`config.mk`:
```
export PLATFORM = sky130hd
export DESIGN_NAME = instr_sequencer
export DESIGN_NICKNAME = d
export VERILOG_FILES = /design/src/rtl/instr_sequencer.sv
export SDC_FILE = /design/constraint.sdc
export NUM_CORES = 1
export LEC_CHECK = 0
export ABC_AREA = 1
export CAP_MARGIN = 25
export CORE_UTILIZATION = 30
export DETAILED_ROUTE_END_ITERATION = 8
export GPL_ROUTABILITY_DRIVEN = 0
export SLEW_MARGIN = 20
export SYNTH_ARGS = -nofsm -noshare
export SYNTH_HDL_FRONTEND = slang
export SYNTH_SLANG_ARGS = --single-unit
```
`constraint.sdc`:
```
create_clock -name clk -period 3.4 [get_ports clk]
set_input_delay 0.68 -clock clk [delete_from_list [all_inputs] [get_ports clk]]
set_output_delay 0.68 -clock clk [all_outputs]
set_load 0.005 [all_outputs]
```
`src/rtl/instr_sequencer.sv`:
```
// instr_sequencer: program counter, instruction fetch over a req/ack
// handshake, field decode for the control path, and a one-cycle execute
// strobe per instruction. The next PC is either sequential or a PC-relative
// jump chosen by NIA. The sequencer waits for data-memory completion when
// the control path flags a load or store.
module instr_sequencer #(
    parameter int unsigned         ADDR_W   = 16,
    parameter logic [ADDR_W-1:0]   RESET_PC = '0
) (
    input  logic              clk,
    input  logic              rst,
    // instruction memory
    output logic              imem_req,
    output logic [ADDR_W-1:0] imem_addr,
    input  logic              imem_ack,
    input  logic [15:0]       imem_data,
    // decoded fields to the control path and datapath
    output logic [4:0]        OpFn,
    output logic [2:0]        rs,
    output logic [2:0]        rt,
    output logic [2:0]        rd,
    output logic [15:0]       imm,
    // feedback from the control path
    input  logic              NIA,
    input  logic              MemRead,
    input  logic              MemWrite,
    input  logic              dmem_done,
    // status
    output logic              exec_en,
    output logic [ADDR_W-1:0] pc,
    output logic              halted
);

    typedef enum logic [2:0] {
        S_IDLE    = 3'd0,
        S_FETCH   = 3'd1,
        S_DECODE  = 3'd2,
        S_EXEC    = 3'd3,
        S_MEMWAIT = 3'd4,
        S_HALT    = 3'd5
    } state_t;

    localparam logic [ADDR_W-1:0] PC_ONE = ADDR_W'(1);

    state_t            state_reg;
    state_t            state_next;
    logic [ADDR_W-1:0] pc_reg;
    logic [ADDR_W-1:0] pc_next;
    logic [15:0]       ir_reg;
    logic [15:0]       ir_next;

    // Offset for a jump: ir[12:0] sign-extended to the PC width.
    logic [ADDR_W-1:0] jump_off;
    logic [ADDR_W-1:0] pc_inc;
    logic [ADDR_W-1:0] pc_adv;
    logic              is_halt_op;
    logic              is_mem_op;

    genvar gi;

    // Sign-extend the 13-bit jump field bit by bit so any ADDR_W works.
    generate
        for (gi = 0; gi < ADDR_W; gi++) begin : g_jump_sext
            if (gi < 13) begin : g_low
                assign jump_off[gi] = ir_reg[gi];
            end else begin : g_high
                assign jump_off[gi] = ir_reg[12];
            end
        end
    endgenerate

    // Immediate output: ir[6:0] sign-extended to 16 bits.
    generate
        for (gi = 0; gi < 16; gi++) begin : g_imm_sext
            if (gi < 7) begin : g_low
                assign imm[gi] = ir_reg[gi];
            end else begin : g_high
                assign imm[gi] = ir_reg[6];
            end
        end
    endgenerate

    // Field decode straight from the instruction register.
    assign OpFn = {ir_reg[15:13], ir_reg[1:0]};
    assign rs   = ir_reg[12:10];
    assign rt   = ir_reg[9:7];
    assign rd   = ir_reg[6:4];

    // Next-address arithmetic wraps silently at 2^ADDR_W.
    assign pc_inc = pc_reg + PC_ONE;
    assign pc_adv = NIA ? pc_inc : (pc_inc + jump_off);

    // Opcodes 110 and 111 are unsupported and stop the sequencer.
    assign is_halt_op = (ir_reg[15:14] == 2'b11);
    assign is_mem_op  = MemRead | MemWrite;

    // Strobes come only from the state register so they cannot glitch.
    assign imem_req  = (state_reg == S_FETCH);
    assign exec_en   = (state_reg == S_EXEC);
    assign halted    = (state_reg == S_HALT);
    assign imem_addr = pc_reg;
    assign pc        = pc_reg;

    // State, PC and instruction registers with asynchronous reset.
    always_ff @(posedge clk or posedge rst) begin
        if (rst) begin
            state_reg <= S_IDLE;
            pc_reg    <= RESET_PC;
            ir_reg    <= '0;
        end else begin
            state_reg <= state_next;
            pc_reg    <= pc_next;
            ir_reg    <= ir_next;
        end
    end

    // Next-state, next-PC and instruction latch decisions.
    always_comb begin
        state_next = state_reg;
        pc_next    = pc_reg;
        ir_next    = ir_reg;
        unique case (state_reg)
            S_IDLE: begin
                state_next = S_FETCH;
            end
            S_FETCH: begin
                if (imem_ack) begin
                    ir_next    = imem_data;
                    state_next = S_DECODE;
                end
            end
            S_DECODE: begin
                state_next = is_halt_op ? S_HALT : S_EXEC;
            end
            S_EXEC: begin
                if (is_mem_op) begin
                    state_next = S_MEMWAIT;
                end else begin
                    pc_next    = pc_adv;
                    state_next = S_FETCH;
                end
            end
            S_MEMWAIT: begin
                if (dmem_done) begin
                    pc_next    = pc_adv;
                    state_next = S_FETCH;
                end
            end
            S_HALT: begin
                state_next = S_HALT;
            end
            default: begin
                state_next = S_IDLE;
            end
        endcase
    end

endmodule

```
==> reports/qor.txt, run 1 <==
status -> finished clean
P_int -> 0.002355 W
number of setup violations in the final report -> 0
filler cell count -> 990
Setup CP Type -> reg2reg
GRT Total Usage -> 0.1517
Async S/R FF share, synth -> 1.000
Iteration-0 DRC Markers -> 110
R2R Setup Slk -> 560 ps
cts hold-fix bufs -> 0
post-synthesis register bit count -> 35
post-layout min period -> 2843 ps
mapped cell area -> 0.003079 mm^2
# nets final -> 510
Comb power frac -> 0.713
Worst R2R Path Depth -> 20
Top Ports -> 88
Root Driver -> clkbuf_8
crit-path max FO -> 5
Tcrit/Tclk final -> 0.8363
Final ANT Viol Nets -> 0
EDFF count, synth -> 0
initial antenna violation count -> 0
worst hold path depth -> 1
Starting Density -> 0.3122
dpl hpwl -> 5860 um
standard-cell row count -> 36
dpl cells -> 592
clk slew on worst S/H paths -> 70 ps
DR vias/cell -> 4.513
CP Capture Type -> flop
post-route cell area -> 0.003951 mm^2
clock share of power -> 0.077
Flop pwr share -> 0.210
vias after detailed routing -> 2,708
Seq/Total Area, Yosys -> 0.2844
Min-Delay Endpoint -> ir_reg[13]
clk_lat worst skew -> 280 ps
first-pass GRT wire length -> 12,580 um
Die Wd -> 103.3 um
Worst VDD drop -> 0.3730 mV
busiest grt layer -> met2
critical path arrival -> 3020 ps
# DRC -> 0
CTS tree -> yes
GRT met2 Usage -> 0.2523
top_reg_cell synth -> dfrtp_1
post-CTS sizing -> 0
RR Endpoint -> imem_addr[15]
Worst Hold Class -> reg2reg
layout cells sized above 1 -> 0.1199
utilization after layout -> 0.4006
met3 Use GR -> 0.02823
Sw Ratio -> 0.4658
WL/cell -> 12.27 um
met1 GRT Util -> 0.2012
largest cells by area after synthesis -> dfrtp_1 28%, nand2_1 13%, ha_1 8.1%, buf_4 7.3%, inv_1 5.7%
area grow syn2layout -> 28.32%
clock sinks -> 35
leak pwr -> 1.834 nW
die span in y -> 103.3 um
n_diodes -> 0
Placed Instance Area -> 0.003851 mm^2
CTS Buf Count -> 5
unrepaired setup endpoints after global routing -> no
Port Buf Inserts -> 87
pin count of the biggest net entering global routing -> 36
setup_tns -> 0 ps
worst-case clock buffer depth -> 2
Worst Skew -> 4.181 ps
number of global-route vias before repair -> 2,678
Pre-Repair DR Iteration Count -> 5
count leader, synth -> nand2_1
worst r2r src -> imem_addr[0]
syn_nets -> 450
Worst EP required -> 3580 ps
Hold Path Origin -> ir_reg[13]
PwrDens -> 1116 mW/mm^2
worst slew pin tran -> 597.1 ps
non-filler instance count after layout -> 600
CORE AREA -> 0.009864 mm^2
DIE AREA -> 0.01067 mm^2
share of the synthesized area in the top cell type -> 0.2844
Max Fclk -> 0.3517 GHz
Synth area leader -> dfrtp_1
CP startpoint kind -> flop
Ys Warns -> 0
grt total ovfl -> 0
Slew Limit Fails -> 0
Post-Syn Instances -> 406
mean area per synthesized cell -> 7.584 um^2
Setup Buffers After CTS -> 0
NetSw -> 0.002053 W
Max Cap Viol -> 0
H-tree Lvls -> 2
worst rel slew slack -> 0.6004
DRT Wirelength -> 7363 um
Fin. Hold Viols -> 0
Commonest cells post-synth -> 108 x nand2_1, 47 x inv_1, 35 x dfrtp_1, 30 x buf_4, 29 x nor2_1
Synth cell types -> 44
-- routing by layer --
metal / wire, um / vias up / part of all wire
li1: - / 1394 / -
met1: 3647 / 1230 / 0.50
met2: 3338 / 73 / 0.45
met3: 267 / 11 / 0.036
met4: 110 / 0 / 0.015
met5: 0 / - / 0
-- through the flow --
stage	hold slack [ps]	total power (W)	worst slack (ps)
3_3_place_gp	494.1	0.004026	687.4
6_report	514.6	0.004408	556.6
2_1_floorplan	504.2	0.003086	952.9
3_5_place_dp	503.2	0.004070	615.3
5_1_grt	540.5	0.004905	232.1
4_1_cts	521.4	0.004444	589.7
-- layout make-up --
| type | instances | area (um^2) | area share |
|---|---|---|---|
| timing repair buffer | 89 | 885.9 | 0.2242 |
| sequential | 35 | 875.8 | 0.2217 |
| multi-input combinational | 284 | 1727 | 0.4370 |
| tap | 133 | 166.4 | 0.04212 |
| clock buffer | 8 | 100.1 | 0.02533 |
| inverter | 51 | 196.4 | 0.04971 |
-- critical path: stages, from the launching register on --
cell and delay (ps):
dfrtp_1 420, ha_1 260, nand2_1 70, nor2_1 200
nand2_1 80, nor2_1 90, inv_1 80, o21ai_1 180
inv_1 90, ha_1 360, nand2_1 90, inv_1 80
nand2_1 80, nor3_1 190, nand2_1 100, nand2_1 70
nand2_1 60, nand3_1 70, nand2_1 50, nand3_1 60
nand2_1 50
-- worst max path at each step --
stage | start | endpoint | slack (ps) | cells after the start
floorplan | imem_addr[1] | imem_addr[15] | 950 | 19
global placement | imem_addr[0] | imem_addr[13] | 690 | 17
detailed placement | imem_addr[0] | imem_addr[15] | 620 | 22
CTS | imem_addr[0] | imem_addr[15] | 590 | 20
global route | imem_addr[1] | imem_addr[15] | 230 | 19
finish | imem_addr[0] | imem_addr[15] | 560 | 20
-- power by group through the flow --
stage                     combinational [W]  clock, W  sequential (W)
after global routing                0.00355  0.000377        0.000977
after CTS                           0.00315  0.000356        0.000936
after floorplan                     0.00220         0        0.000885
after global placement              0.00309         0        0.000933
final                               0.00314  0.000339        0.000926
after detailed placement            0.00313         0        0.000941
-- cells by family (layout without fill, tap and decap cells) --
group	Yosys count	count (layout)	share of synthesized area
XOR/XNOR	14	14	0.04226
AND/OR/NAND/NOR	177	177	0.2491
multiplexers	15	15	0.05486
adder cells (fa/ha/maj)	21	21	0.08777
flip-flops	35	35	0.2844
AO/OA/AOI/OAI	57	57	0.1268
buffers and inverters	87	148	0.1548
-- cells in the final DEF, fill, tap and decap left out, types with 2 or more instances in the layout --
cell type / Yosys / final
nor2_4: 3 / 3
dfrtp_1: 35 / 35
ha_1: 20 / 20
nor2_2: 4 / 4
inv_2: 2 / 2
or2_2: 3 / 3
a21oi_1: 22 / 22
o21ai_2: 3 / 3
o21bai_1: 3 / 3
nand2_2: 3 / 3
nand3_1: 15 / 15
xor2_1: 11 / 11
nor2_1: 29 / 29
xnor2_1: 2 / 2
nand4_1: 3 / 3
mux2_2: 15 / 15
buf_4: 30 / 2
clkdlybuf4s50_1: 0 / 87
o21ai_0: 8 / 8
clkbuf_8: 0 / 7
o21ai_1: 4 / 4
inv_1: 47 / 47
a31oi_1: 2 / 2
a21oi_2: 5 / 5
a31oi_2: 2 / 2
nand2_1: 108 / 108
nor3_1: 5 / 5
nand3b_1: 2 / 2
Note: power is estimated with default switching activity, not from simulation.
==> run 2: changes to the inputs <==
==> constraint.sdc (replaced) <==
create_clock -name clk -period 2.31 [get_ports clk]
set_input_delay 0.462 -clock clk [delete_from_list [all_inputs] [get_ports clk]]
set_output_delay 0.462 -clock clk [all_outputs]
set_load 0.005 [all_outputs]
==> reports/qor.txt, run 2 (synthesis results as in run 1) <==
CORE AREA -> 0.009864 mm^2 (unchanged)
initial antenna violation count -> 0 (unchanged)
Worst VDD drop -> 0.6550 mV (was 0.3730 mV)
CP startpoint kind -> flop (unchanged)
slowest CP cell -> dfrtp_1 (unchanged)
first-pass GRT wire length -> 13,700 um (was 12,580 um)
worst rel slew slack -> 0.6829 (was 0.6004)
DRT Wirelength -> 8452 um (was 7363 um)
leak pwr -> 2.200 nW (was 1.834 nW)
Placed Instance Area -> 0.004294 mm^2 (was 0.003851 mm^2)
Sw Ratio -> 0.4502 (was 0.4658)
grt total ovfl -> 0 (unchanged)
critical path arrival -> 2750 ps (was 3020 ps)
clk slew on worst S/H paths -> 70 ps (about the same)
Worst Skew -> 5.447 ps (was 4.181 ps)
status -> finished with violations (was finished clean)
commonest non-fill, non-tap cell in the layout -> clkdlybuf4s50_1 (was nand2_1)
Fin. Hold Viols -> 0 (unchanged)
CP Cell Sequence -> ha_2, nand2_2, nor2_4, nand2_2, nor2_2, inv_2, nor2_1, inv_1, nand2_2, inv_2, ha_4, buf_4, nand2_2, nor2_1, a21oi_1, nand2_1, nor2_1, o21ai_2, nand2_1 (was ha_1, nand2_1, nor2_1, nand2_1, nor2_1, inv_1, o21ai_1, inv_1, ha_1, nand2_1, inv_1, nand2_1, nor3_1, nand2_1, nand2_1, nand2_1, nand3_1, nand2_1, nand3_1, nand2_1)
Crit path top cell by count -> nand2_2 (was nand2_1)
Pre-Repair DR Iteration Count -> 4 (was 5)
H-tree Lvls -> 2 (unchanged)
n_diodes -> 0 (unchanged)
post-route cell area -> 0.004816 mm^2 (was 0.003951 mm^2)
CTS Buf Count -> 5 (unchanged)
CP Capture Type -> flop (unchanged)
Worst Hold Class -> reg2reg (unchanged)
Comb power frac -> 0.803 (was 0.713)
dpl hpwl -> 6150 um (was 5860 um)
P_int -> 0.004796 W (was 0.002355 W)
worst slew pin tran -> 475.6 ps (was 597.1 ps)
DR vias/cell -> 4.606 (was 4.513)
Setup CP Type -> reg2reg (unchanged)
PwrDens -> 1811 mW/mm^2 (was 1116 mW/mm^2)
CTS tree -> yes (unchanged)
vias after detailed routing -> 3,040 (was 2,708)
Die Wd -> 103.3 um (unchanged)
worst-case clock buffer depth -> 2 (unchanged)
standard-cell row count -> 36 (unchanged)
Port Buf Inserts -> 87 (unchanged)
number of setup violations in the final report -> 11 (was 0)
Max Cap Viol -> 0 (unchanged)
post-layout min period -> 2568 ps (was 2843 ps)
cell family with most CP delay -> simple AND/OR/NAND/NOR gates (unchanged)
Worst EP required -> 2490 ps (was 3580 ps)
layout cells sized above 1 -> 0.3529 (was 0.1199)
NetSw -> 0.003928 W (was 0.002053 W)
DIE AREA -> 0.01067 mm^2 (unchanged)
Top Ports -> 88 (unchanged)
pin count of the biggest net entering global routing -> 36 (unchanged)
Slew Limit Fails -> 0 (unchanged)
CP Depth -> 19 (was 20)
unrepaired setup endpoints after global routing -> yes (was no)
Starting Density -> 0.3122 (unchanged)
GRT Total Usage -> 0.1658 (was 0.1517)
worst hold path depth -> 1 (unchanged)
crit-path max FO -> 4 (was 5)
final worst slack -> -258.2 ps (was 556.6 ps)
WP buf/inv -> 4 (was 3)
clock sinks -> 35 (unchanged)
Max Fclk -> 0.3894 GHz (was 0.3517 GHz)
failing checks -> negative setup slack
WL/cell -> 12.81 um (was 12.27 um)
utilization after layout -> 0.4882 (was 0.4006)
Root Driver -> clkbuf_8 (unchanged)
number of global-route vias before repair -> 2,978 (was 2,678)
die span in y -> 103.3 um (unchanged)
clock share of power -> 0.048 (was 0.077)
# nets final -> 572 (was 510)
# DRC -> 0 (unchanged)
CP peak stage delay -> 390 ps (was 420 ps)
Final ANT Viol Nets -> 0 (unchanged)
most frequent cells in the layout -> 87 x clkdlybuf4s50_1, 81 x nand2_1, 61 x buf_4, 41 x inv_1, 35 x dfrtp_1 (was 108 x nand2_1, 87 x clkdlybuf4s50_1, 47 x inv_1, 35 x dfrtp_1, 29 x nor2_1)
Tcrit/Tclk final -> 1.112 (was 0.8363)
Flop pwr share -> 0.150 (was 0.210)
clk_lat worst skew -> 290 ps (was 280 ps)
Iteration-0 DRC Markers -> 202 (was 110)
area grow syn2layout -> 56.40% (was 28.32%)
Worst R2R Path Depth -> 19 (was 20)
==> run 2: path summary, 6_finish.rpt <==
check	from	endpoint	slack, ps
hold reg to reg	ir_reg[13]	ir_reg[13]	520
setup / recovery	imem_addr[1]	imem_addr[14]	-260
hold / removal	ir_reg[13]	ir_reg[13]	520
min in group asynchronous	rst	ir_reg[5]	580
max in group asynchronous	rst	imem_addr[8]	1400
setup reg to reg	imem_addr[1]	imem_addr[14]	-260
==> run 2: power by group through the flow <==
stage	registers, W	logic [W]	clock network (W)
global placement	0.00129	0.00561	0
floorplan	0.00132	0.00336	0
detailed placement	0.00130	0.00568	0
finish	0.00130	0.00700	0.000417
global route	0.00137	0.00768	0.000464
CTS	0.00131	0.00634	0.000437
==> run 2: worst register-to-register path, stage by stage (launching register included) <==
cell,delay (ps)
dfrtp_1,390
ha_2,200
nand2_2,60
nor2_4,140
nand2_2,70
nor2_2,110
inv_2,80
nor2_1,90
inv_1,50
nand2_2,70
inv_2,60
ha_4,290
buf_4,140
nand2_2,60
nor2_1,180
a21oi_1,110
nand2_1,120
nor2_1,60
o21ai_2,130
nand2_1,60
==> run 2: routing by layer <==
metal	wire [um]	vias to the layer above	global-route usage
li1	-	1516	-
met1	3827	1415	0.2071
met2	4139	98	0.2979
met3	378	11	0.02755
met4	106	0	0.03900
met5	0	-	0
==> run 2: per-stage QoR <==
step / TNS, ps / hold slack (ps) / cells / setup WS, ps / total power (W)
6_report: -1602 / 516.1 / 660 / -258.2 / 0.008724
5_1_grt: -3221 / 561.7 / 660 / -415.3 / 0.009510
3_3_place_gp: -1400 / 494.4 / 644 / -251.3 / 0.006897
4_1_cts: -666.8 / 524.2 / 658 / -145.8 / 0.008094
3_5_place_dp: -1820 / 503.3 / 644 / -280.0 / 0.006986
2_1_floorplan: -84.74 / 504.2 / 406 / -44.03 / 0.004675
==> run 2: final cells by class <==
cell class	count	area [um^2]
Sequential cell	35	875.8
Timing Repair Buffer	151	1363
Tap cell	133	166.4
Inverter	51	201.4
Multi-Input combinational cell	284	2137
Fill cell	898	5049
Clock buffer	6	72.57
==> run 2: what timing repair did <==
item / in CTS / in global routing
pin swaps: 26 / 40
hold buffers: 0 / 0
buffers inserted: 9 / 2
endpoints found under the setup margin: 11 / 11
resized for setup: 44 / 40
